$ cat src/rtl/key_debounce_4ch.sv
// Four-channel key conditioner: 2-flop synchroniser, per-channel debounce FSM with
// stability counter, clean level output plus one-cycle press/release pulses.
module key_debounce_4ch #(
   parameter int P_DEBOUNCE = 1_000_000,
   parameter int P_CNT_W    = 20,
   parameter int P_KEY_POL  = 1
) (
   input  logic       i_clk,
   input  logic       i_rst,
   input  logic [3:0] i_key,
   output logic [3:0] o_key,
   output logic [3:0] o_press,
   output logic [3:0] o_release
);

   localparam logic [1:0] S_IDLE      = 2'd0;
   localparam logic [1:0] S_PRESS_CHK = 2'd1;
   localparam logic [1:0] S_HOLD      = 2'd2;
   localparam logic [1:0] S_REL_CHK   = 2'd3;

   localparam logic [P_CNT_W-1:0] CNT_LAST = P_CNT_W'(P_DEBOUNCE - 1);

   logic [3:0] key_norm;
   logic [3:0] s1_q;
   logic [3:0] s2_q;

   // After normalisation a 1 always means pressed, so reset-to-0 never looks like a press.
   assign key_norm = (P_KEY_POL != 0) ? i_key : ~i_key;

   always_ff @(posedge i_clk) begin
      if (i_rst) begin
         s1_q <= '0;
         s2_q <= '0;
      end else begin
         s1_q <= key_norm;
         s2_q <= s1_q;
      end
   end

   genvar gi;
   generate
      for (gi = 0; gi < 4; gi++) begin : g_ch
         logic [1:0]         state_q, state_d;
         logic [P_CNT_W-1:0] cnt_q, cnt_d;
         logic               key_q, key_d;
         logic               press_q, press_d;
         logic               rel_q, rel_d;

         always_comb begin
            state_d = state_q;
            cnt_d   = cnt_q;
            key_d   = key_q;
            press_d = 1'b0;
            rel_d   = 1'b0;
            case (state_q)
               S_IDLE: begin
                  if (s2_q[gi]) begin
                     state_d = S_PRESS_CHK;
                     cnt_d   = '0;
                  end
               end
               S_PRESS_CHK: begin
                  if (!s2_q[gi]) begin
                     state_d = S_IDLE;
                     cnt_d   = '0;
                  end else if (cnt_q == CNT_LAST) begin
                     state_d = S_HOLD;
                     key_d   = 1'b1;
                     press_d = 1'b1;
                  end else begin
                     cnt_d = cnt_q + 1'b1;
                  end
               end
               S_HOLD: begin
                  if (!s2_q[gi]) begin
                     state_d = S_REL_CHK;
                     cnt_d   = '0;
                  end
               end
               S_REL_CHK: begin
                  if (s2_q[gi]) begin
                     state_d = S_HOLD;
                     cnt_d   = '0;
                  end else if (cnt_q == CNT_LAST) begin
                     state_d = S_IDLE;
                     key_d   = 1'b0;
                     rel_d   = 1'b1;
                  end else begin
                     cnt_d = cnt_q + 1'b1;
                  end
               end
               default: begin
                  state_d = S_IDLE;
                  cnt_d   = '0;
               end
            endcase
         end

         always_ff @(posedge i_clk) begin
            if (i_rst) begin
               state_q <= S_IDLE;
               cnt_q   <= '0;
               key_q   <= 1'b0;
               press_q <= 1'b0;
               rel_q   <= 1'b0;
            end else begin
               state_q <= state_d;
               cnt_q   <= cnt_d;
               key_q   <= key_d;
               press_q <= press_d;
               rel_q   <= rel_d;
            end
         end

         assign o_key[gi]     = key_q;
         assign o_press[gi]   = press_q;
         assign o_release[gi] = rel_q;
      end
   endgenerate

endmodule

$ cat config.mk
export PLATFORM = sky130hd
export DESIGN_NAME = key_debounce_4ch
export DESIGN_NICKNAME = d
export VERILOG_FILES = /design/src/rtl/key_debounce_4ch.sv
export SDC_FILE = /design/constraint.sdc
export NUM_CORES = 1
export LEC_CHECK = 0
export ABC_AREA = 1
export CAP_MARGIN = 10
export CORE_ASPECT_RATIO = 1.25
export CORE_MARGIN = 3
export CORE_UTILIZATION = 50
export CTS_CLUSTER_SIZE = 14
export DETAILED_ROUTE_END_ITERATION = 12
export PLACE_DENSITY = 0.67
export SETUP_SLACK_MARGIN = 0.05
export SLEW_MARGIN = 20
export SYNTH_ARGS = -nofsm -noshare
export SYNTH_HDL_FRONTEND = slang
export SYNTH_SLANG_ARGS = --single-unit
$ cat constraint.sdc
create_clock -name i_clk -period 1.8 [get_ports i_clk]
set_clock_uncertainty 0.15 [all_clocks]
set_input_delay 0.45 -clock i_clk [delete_from_list [all_inputs] [get_ports i_clk]]
set_output_delay 0.45 -clock i_clk [all_outputs]
set_load 0.03 [all_outputs]
### After elaboration in Yosys (flattened, before gate mapping)

Index checks and enable logic that the tools add are counted.

* bitwise gates (word level): 12
* equal/unequal tests: 48
* multiply operators: 0
* add/sub/neg operators: 4
* magnitude comparators: 0
* div/mod/pow operators: 0
* reduce and logical (&&, ||, !) cells: 28
* multiplexer cells: 76
* shift-type cells: 0

Operators by type and width (count)
* 20-bit 2-to-1 mux: 20
* 20-bit case mux with 4 select lines: 4
* 20-bit by 1-bit adder with 20-bit output (second input constant): 4
* 20-bit == test (second input constant): 4
* 2-bit 2-to-1 mux: 24
* 2-bit inequality test (second input constant): 24
* 2-bit case mux with 4 select lines: 4
* 3-bit inequality test (second input constant): 8
* 3-bit OR reduction: 8
* 1-bit 2-to-1 mux: 20
* 5-bit AND reduction: 4
* 2-bit == test (second input constant): 8
* 4-bit AND reduction: 4
* 1-bit inverter: 12
* 2-bit by 1-bit == test with 1-bit output (second input constant): 4
* 2-bit logical NOT: 4
* 1-bit case mux with 2 select lines: 4
* 2-bit AND reduction: 4
* 2-bit nonzero test: 4

* bits in writable memories: 0
* memory bits (read-only): 0
* bits of input ports: 6
* memories: 0
* latch bits: 0
* output and inout port bits: 12
* register bits after elaboration: 108

### Depth between registers and ports, before layout

Gate-level depths: netlist of the first run.

* depth after elaboration: 4
* depth in mapped cells: 11

### Worst setup path before layout of the first run

Ideal clock, no wire load.

* path type: flip-flop to flip-flop
* start point: register g_ch[3].cnt_q[0]
* end point: register g_ch[3].cnt_q[12]
* library setup time: 0.117 ns
* stages on the path, launching flop included: 9
* path slack: 0.249 ns
* buffers on the path: 0
* arrival time: 1.284 ns
* required time: 1.533 ns
* cell sequence: dfxtp_1 > ha_1 > nand3_2 > nor2_4 > nand2_1 > nor2_2 > nand2_1 > o21ai_2 > a21oi_2

* cells in the longest elaborated chain, start to end: 4

RTL lines
* start, declared: line 44 `logic [P_CNT_W-1:0] cnt_q, cnt_d;`
* start signal, assigned: line 108 `cnt_q <= cnt_d;`
* 20-bit by 1-bit adder with 20-bit output or 20-bit == test (tied branches)
* 20-bit 2-to-1 mux *: line 66, 84
* 20-bit 2-to-1 mux, on equally long branches: line 81, 63
* 20-bit case mux with 4 select lines *: line 55 `case (state_q)`

Every way passes the cells marked *; elsewhere a longest branch is shown, timed or not.
A chain may end at the register's enable or synchronous reset.

### Worst setup path in the final report of the first run

* start point: register g_ch[0].rel_q
* end point: output port o_release[0]

RTL lines
* start, declared: line 47 `logic rel_q, rel_d;`
* start signal, assigned: line 111 `rel_q <= rel_d;`
* end, declared: line 13 `output logic [3:0] o_release`

No word-level cell between the ends.

==> flow_summary.toml, run 1 <==
[yosys]
synthMuxAreaShare_pct = 0
yosys_warnings = 0
synthArstFlopShare_pct = 0
synth_compound_area_share_pct = 10.5
synth_fp_nets = 974
postSynthAreaPerCell_um2 = 6.48
ys_ff_latch = 108
ys_seq_area_share_pct = 34.6
synthSimpleGateAreaFrac_pct = 41.8
synth_fa_ha_area_share_pct = 0.801
synth_area_um2 = 6250
synth_edf_count = 0
synth_xor_area_share_pct = 0.561
ys.flop_type = "dfxtp_1"
ys_types = 44
synth_top_family_by_area = "simple AND/OR/NAND/NOR gates"
synthCells = 964

[place]
dp_hpwl_um = 10600
io_buffer_count = 17
place.gp.congestion = 0.881
placed_cells = 1140
place_ws_ps = -16.1

[pwr]
power_mw = 5.11
power_density_nw_per_um2 = 722
p_leak_nw = 2.75
ir_drop_uv = 862

[worst_setup_path]
cp_slowest_cell = "dlygate4sd2_1"
cp_max_fo = 1
endpoint_kind = "primary output"
cp_data_required_time_ps = 1200
critPathLaunchType = "register"
critical_path.top_delay_family = "buffers and inverters"
worstPathCellList = "dlygate4sd2_1"
arrival_ps = 1110
crit_buf_inv = 1
crit_type = "register to primary output"
crit_path_max_incr_delay_ps = 400

[route]
drt-total-wl_um = 14100
drt-initial-drc-count = 245
routed_via_density = 5.12
num_vias = 5934
wl_per_cell_um = 12.2
drcViolationCount = 0
final_antenna_net_count = 0
drt_first_pass_iters = 4

[clocking]
clockRootBuffer = "clkbuf_16"
cts_tree = "built"
cts.path.max_buffers = 2
cts-buffers-inserted = 9
path_clk_slew_ps = 70
htreeDepth = 3
cts_sinks = 108
clk_latency_ps = 360
ctsHoldBuffers = 0

[outcome]
status = "finished clean"

[sta]
fin_ws_ps = 89.1
slew_viol_final = 0
rsz0062_at_grt = "no"
hold_viol = 0
worstMarginPinSlew_ps = 428
slew_headroom_pct = 71.4
finalSetupViolCount = 0
fin_crit_sh_pct = 95.0
period_needed_ps = 1710
fmax_mhz = 585

[final_layout]
drive_gt1_share_pct = 15.7
fin_cells = 1159
diodes = 0
layout.nets = 1000
area_growth_pct = 13.3

[floorplan]
die_h_um = 131
die_area_um2 = 13900
initial_core_util_pct = 51.4
io_pins = 18
design.core.area_um2 = 12200
rows = 45
die_w_um = 106

[global_routing]
track_usage_pct = 21.3
antenna_found_initial = 0
grt_pass1_vias = 5387
grt_pass1_wl_um = 24200
gr-total-overflow = 0
grt_max_degree = 38

[min_path]
worstHoldPathType = "register to register"

[flow_run]
maxCapViolations = 0
==> state kept, by name, summed over array words and instances (netlist names), named ones only <==
signal,flops
g_ch.press_q,4
s1_q,4
g_ch.state_q,4
s2_q,4
g_ch.cnt_q,80
g_ch.key_q,4
g_ch.rel_q,4
==> synthesized netlist by cell type, types with 3 or more instances <==
cell type / instances / area share, %
nand2_1: 247 / 15
inv_1: 131 / 7.9
nor2_1: 111 / 6.7
dfxtp_1: 108 / 35
nand3_1: 87 / 7.0
a21oi_1: 48 / 3.8
nand4_1: 35 / 3.5
o21ai_0: 26 / 2.1
nor3_1: 18 / 1.4
nand2_2: 17 / 1.7
buf_4: 15 / 1.8
nor2_2: 12 / 1.2
inv_2: 11 / 0.66
o21ai_1: 11 / 0.88
a21oi_2: 10 / 1.4
nand3_2: 8 / 1.3
nor2_4: 8 / 1.4
buf_2: 6 / 0.48
o21ai_2: 6 / 0.84
clkbuf_1: 4 / 0.24
clkinv_2: 4 / 0.32
ha_1: 4 / 0.80
a31oi_1: 3 / 0.30
nor3_2: 3 / 0.48
o21bai_1: 3 / 0.36
xor2_1: 3 / 0.42
==> stage by stage <==
step | TNS, ps | utilization, % | cell area (µm²) | hold slack, ps
after floorplan | 0 | - | 6250 | 238
after global placement | 0 | 54.7 | 6650 | 239
after detailed placement | -69.1 | 54.7 | 6650 | 245
after CTS | 0 | 57.4 | 6980 | 255
after global routing | 0 | 58.2 | 7080 | 273
final | 0 | 58.2 | 7080 | 252
==> placed cells by master (no fill, tap or decap), drive strengths merged, types with 4 or more instances in the layout <==
cell,netlist,layout
dlygate4sd2,0,12
nand2,266,266
nand3,97,97
ha,4,4
clkinv,4,5
a21oi,58,58
dfxtp,108,108
inv,143,144
buf,23,27
nand4,35,35
o21ai,44,44
nor3,22,22
clkbuf,6,10
clkdlybuf4s50,0,5
nor2,131,131
==> worst register-to-register path, delay by kind of cell (launching register included) <==
kind,cells,cell delay (ps)
DFF,1,360
AOI/OAI and AO/OA,1,110
adders and majority gates,1,200
and+or+nand+nor,7,740
==> routing by layer <==
metal,vias to the layer above,track usage (%),part of all wire (%)
li1,3126,-,-
met1,2717,25.3,45
met2,79,38.9,51
met3,12,3.88,3.0
met4,0,6.78,1.2
met5,-,0,0
==> final cells by class <==
class	instances	area [µm²]
inverters	147	562
clock inverters	6	111
well taps	164	205
multi-input cells	680	3410
clock buffers	10	229
fillers	1246	5080
repair buffers	44	383
flip-flops and latches	108	2180
==> cell families (layout without fill, tap and decap cells) <==
family | count (synthesis) | count (layout)
adders and majority gates | 4 | 4
and+or+nand+nor | 560 | 560
AOI/OAI and AO/OA | 112 | 112
xor gates and xnor gates | 4 | 4
DFF | 108 | 108
buffers and inverters | 176 | 207
==> path summary, 6_finish.rpt <==
check                   start                end  slack, ps  cells after the start
min reg2reg           s1_q[0]            s2_q[0]        250                      2
min                   s1_q[0]            s2_q[0]        250                      2
max reg2reg  g_ch[0].cnt_q[1]  g_ch[0].cnt_q[18]        170                      9
max             g_ch[0].rel_q       o_release[0]         90                      1
==> what timing repair did <==
action                                  in CTS  in global routing
endpoints found under the setup margin      12                 56
resized for setup                           12                 33
buffers inserted                             0                  3
pin swaps                                    0                  6
==> power by group <==
part           switching [mW]  total, mW  internal [mW]
Clock                   0.923       2.29           1.36
Sequential             0.0240       2.44           2.41
Combinational           0.268      0.387          0.118
Total                    1.21       5.11           3.89
(Power assumes the default switching activity.)
==> run 2: changes to the inputs <==
Settings changed: CORE_MARGIN 3 to default, CTS_CLUSTER_SIZE 14 to 40.
Clock period 1.8 ns to 1.61 ns, I/O delays scaled along.
==> run 2 against run 1 <==
  * Cell area is 14% higher
  * Final cell count is 5.5% higher
  * Count of clock-buffer cells in the layout stayed put
  * Routed wire length is 11% higher
  * Sequential share of layout area is 3.2 points lower
  * Largest cell class unchanged
  * Highest routed layer unchanged
==> flow_summary.toml, run 2 (synthesized netlist as in run 1, its figures left out) <==
[pwr]
p_leak_nw = 3.16
power_density_nw_per_um2 = 682
switching_power_mw = 1.40
clockPowerShare_pct = 40.5
p_seq_share_pct = 49.5
power_switching_share_pct = 25.4
internal_power_mw = 4.11
ir_drop_uv = 479
p_comb_share_pct = 10.0

[route]
final_antenna_net_count = 0
wl_per_cell_um = 12.8
drt_first_pass_iters = 5
drcViolationCount = 0
drt-total-wl_um = 15600
routed_via_density = 5.12
num_vias = 6261
drt-initial-drc-count = 193

[worst_setup_path]
cp_max_fo = 4
r2r_cells = 11
arrival_ps = 1720
r2r_end = "g_ch[2].cnt_q[18]"
crit_start = "g_ch[2].cnt_q[0]"
r2r_slack_ps = 30
crit_type = "register to register"
cp_data_required_time_ps = 1750
r2r-start = "g_ch[2].cnt_q[0]"
critPathLaunchType = "register"
crit_end = "g_ch[2].cnt_q[18]"
endpoint_kind = "register"

[sta]
fmax_mhz = 633
slew_headroom_pct = 68.7
timing.hold.ws_ps = 247
slew_viol_final = 0
finalSetupViolCount = 0
hold_viol = 0
fin_tns_setup_ps = 0
period_needed_ps = 1580
fin_crit_sh_pct = 98.0
worstMarginPinSlew_ps = 470
rsz0062_at_grt = "yes"

[global_routing]
track_usage_pct = 23.6
grt_pass1_vias = 5545
gr-total-overflow = 0
antenna_found_initial = 0
grt_pass1_wl_um = 24600
grt_max_degree = 38

[clocking]
clockRootBuffer = "clkbuf_16"
htreeDepth = 3
clk_latency_ps = 350
cts.path.max_buffers = 2
cts_sinks = 108
cts_tree = "built"
ctsHoldBuffers = 0
cts-buffers-inserted = 9
path_clk_slew_ps = 80

[floorplan]
die_h_um = 127
rows = 45
die_area_um2 = 12900
io_pins = 18
die_w_um = 102
design.core.area_um2 = 12200
initial_core_util_pct = 51.4

[final_layout]
final_common_cell = "nand2_1"
largest-register = "g_ch.cnt_q"
drive_gt1_share_pct = 32.9
layout.nets = 1064
diodes = 0
final_cell_mix = "nand2_1 (222), inv_1 (113), nor2_1 (92)"
area_growth_pct = 29.2
fin_cells = 1223
largest_reg_flops = 80

[min_path]
worstHoldPathType = "register to register"

[place]
dp_hpwl_um = 10800
io_buffer_count = 17
placed_cells = 1191
place.gp.congestion = 0.882

[outcome]
status = "finished clean"

[flow_run]
maxCapViolations = 0
run 2: cell types whose count changed in the layout (fill, tap and decap cells not counted), sizes merged:
cell           change
buf               +67
bufinv             -2
clkdlybuf4s15      +9
dlygate4sd2       -12
inv                +2
run 2: per-layer routing:
layer | GRT usage (%) | up-vias | wire length (µm)
met5 | 0 | - | 0
met2 | 40.3 | 97 | 7840
met3 | 3.01 | 24 | 406
met4 | 9.24 | 0 | 341
li1 | - | 3261 | -
met1 | 29.8 | 2879 | 7050
run 2: repair_timing:
item | CTS | global route
gates resized for setup | 52 | 190
pin swaps | 3 | 32
buffers inserted | 1 | 15
endpoints found under the setup margin | 55 | 93
run 2: metrics by stage:
step | instance area (µm²) | total power, mW | setup WS, ps | utilization, %
floorplan | 6250 | 3.08 | 59.3 | -
global placement | 7060 | 3.25 | -146 | 58.0
detailed placement | 7060 | 3.25 | -148 | 58.0
CTS | 7430 | 5.47 | 14.1 | 61.1
global route | 8070 | 5.70 | -61.5 | 66.4
finish | 8070 | 5.51 | 31.4 | 66.4
run 2: critical path, cell delays in order, from the launching register on:
cell and delay [ps]:
dfxtp_2 360, ha_4 140, nand2_2 60, inv_2 70, nand2_4 70, inv_4 90, nand2_2 80, nor3_4 200
nand2_1 100, nand2_1 70, nand2_1 40, nor2_1 90
run 2: final cells by class:
| type | count | area, µm² |
|---|---|---|
| Clock buffer | 10 | 229 |
| Multi-Input combinational cell | 680 | 3840 |
| Inverter | 147 | 578 |
| Clock inverter | 6 | 65.1 |
| Tap cell | 164 | 205 |
| Sequential cell | 108 | 2230 |
| Timing Repair Buffer | 108 | 928 |
| Fill cell | 1088 | 4090 |
run 2: worst min path at each step:
stage | cells past startpoint | from | end
final | 2 | s1_q[3] | s2_q[3]
after global routing | 2 | s1_q[3] | s2_q[3]
after CTS | 2 | s1_q[3] | s2_q[3]
after detailed placement | 2 | s1_q[3] | s2_q[3]
after global placement | 2 | s1_q[1] | s2_q[1]
after floorplan | 2 | s1_q[0] | s2_q[0]
run 2: power groups by stage:
stage	clock, mW	combinational (mW)	sequential [mW]
final	2.23	0.550	2.72
after global routing	2.37	0.602	2.73
after CTS	2.28	0.469	2.72
after detailed placement	0	0.466	2.78
after global placement	0	0.462	2.78
after floorplan	0	0.299	2.78
==> run 3: changes to the inputs <==
Settings changed: CORE_MARGIN from default to 3.
==> run 3 against run 2 <==
  * Sequential power about the same
  * Critical endpoint is now g_ch[0].cnt_q[1]
  * Fmax rose by 1.0%
  * Clock power grew 8%
  * Flip-flop and latch count stayed put
  * Worst hold slack got worse by 0.79 ps
  * Combinational power up 3%
  * Global-route usage shrank 1.3 points
  * Die area grew 7.2%
  * Count of clock-buffer cells in the layout is 2 higher
  * Final cell count grew 1.2%
  * Highest routed layer unchanged
==> flow_summary.toml, run 3 (synthesized netlist as in run 1, its figures left out) <==
[clocking]
cts.path.max_buffers = 2
cts_tree = "built"
cts-buffers-inserted = 9
clk_latency_ps = 350
clockRootBuffer = "clkbuf_16"
path_clk_slew_ps = 70
cts_sinks = 108
htreeDepth = 3
ctsHoldBuffers = 0

[route]
drcViolationCount = 0
drt-initial-drc-count = 269
routed_via_density = 5.09
num_vias = 6307
wl_per_cell_um = 12.8
drt-total-wl_um = 15800
drt_first_pass_iters = 4
final_antenna_net_count = 0

[sta]
slew_viol_final = 0
timing.hold.ws_ps = 246
rsz0062_at_grt = "yes"
slew_headroom_pct = 76.5
worstMarginPinSlew_ps = 352
fmax_mhz = 640
period_needed_ps = 1560
hold_viol = 0
fin_crit_sh_pct = 97.0
finalSetupViolCount = 0

[place]
dp_hpwl_um = 11300
io_buffer_count = 17
place.gp.congestion = 0.892
placed_area_um2 = 7120

[global_routing]
gr-total-overflow = 0
antenna_found_initial = 0
grt_pass1_wl_um = 25400
grt_pass1_vias = 5757
track_usage_pct = 22.2
grt_max_degree = 20

[worst_setup_path]
crit_path_frequent_cell = "nand3_4"
endpoint_kind = "register"
worstPathCellList = "ha_4 > nand3_4 > nor2_4 > nand3_4 > buf_6 > nand2_2 > nand3_2 > a21oi_2"
cp_data_required_time_ps = 1740
crit_path_max_incr_delay_ps = 350
arrival_ps = 1690
critPathLaunchType = "register"
crit_type = "register to register"
cp_slowest_cell = "dfxtp_2"
cp_max_fo = 5

[flow_run]
maxCapViolations = 0

[floorplan]
die_h_um = 131
design.core.area_um2 = 12200
die_w_um = 106
die_area_um2 = 13900
rows = 45
initial_core_util_pct = 51.4
io_pins = 18

[final_layout]
diodes = 0
fillerInstances = 1117
area_growth_pct = 33.2
ff_latch_area_um2 = 2240
final_common_cell = "nand2_1"
drive_gt1_share_pct = 34.8
final_cell_mix = "nand2_1 (222), inv_1 (111), nor2_1 (92)"
design_area_um2 = 8320
largest-register = "g_ch.cnt_q"
largest_reg_flops = 80
multi_input_area_um2 = 3900
layout.nets = 1079

[pwr]
power_mw = 5.69
power_density_nw_per_um2 = 684
p_leak_nw = 3.30
ir_drop_uv = 456

[outcome]
status = "finished clean"

[min_path]
worstHoldPathType = "register to register"
-- run 3: metrics by stage --
stage | cells | util, % | TNS [ps] | setup WS [ps]
floorplan | 964 | - | 0 | 59.3
global placement | 1201 | 58.6 | -4040 | -96.9
detailed placement | 1201 | 58.6 | -5540 | -141
CTS | 1224 | 62.5 | 0 | 5.90
global route | 1238 | 68.4 | -393 | -53.4
finish | 1238 | 68.4 | 0 | 47.8
-- run 3: critical path: cells and delay by family, from the launching register on --
kind / cells / cell delay, ps
AOI/OAI and AO/OA: 1 / 120
DFF: 1 / 350
and+or+nand+nor: 5 / 560
adders and majority gates: 1 / 160
buffers and inverters: 1 / 140
-- run 3: per-layer routing --
layer / up-vias / track usage [%] / routed length (µm)
li1: 3284 / - / -
met2: 88 / 41.7 / 8390
met3: 27 / 3.44 / 340
met5: - / 0 / 0
met4: 0 / 6.33 / 306
met1: 2908 / 26.4 / 6810
-- run 3: path summary, 6_finish.rpt --
| path | start | to | slack (ps) | cells past startpoint |
|---|---|---|---|---|
| max | g_ch[0].cnt_q[1] | g_ch[0].cnt_q[1] | 50 | 8 |
| min | s1_q[1] | s2_q[1] | 250 | 2 |
| max reg2reg | g_ch[0].cnt_q[1] | g_ch[0].cnt_q[1] | 50 | 8 |
| min reg2reg | s1_q[1] | s2_q[1] | 250 | 2 |
-- run 3: timing repair --
| action | 4_1_cts | 5_1_grt |
|---|---|---|
| setup endpoints to repair | 64 | 104 |
| pin swaps | 9 | 69 |
| setup buffers | 7 | 14 |
| gates cloned | 0 | 1 |
| gates resized for setup | 68 | 210 |
-- run 3: cell type report --
class | count | share of cell area, %
Clock buffer | 12 | 2.96
Clock inverter | 4 | 0.872
Inverter | 147 | 6.96
Multi-Input combinational cell | 680 | 46.9
Sequential cell | 108 | 26.9
Tap cell | 164 | 2.47
Timing Repair Buffer | 123 | 13.0
-- run 3: power breakdown --
| part | internal [mW] | switching, mW |
|---|---|---|
| registers | 2.69 | 0.0265 |
| logic | 0.218 | 0.348 |
| clock network | 1.41 | 1.00 |
| total | 4.32 | 1.38 |
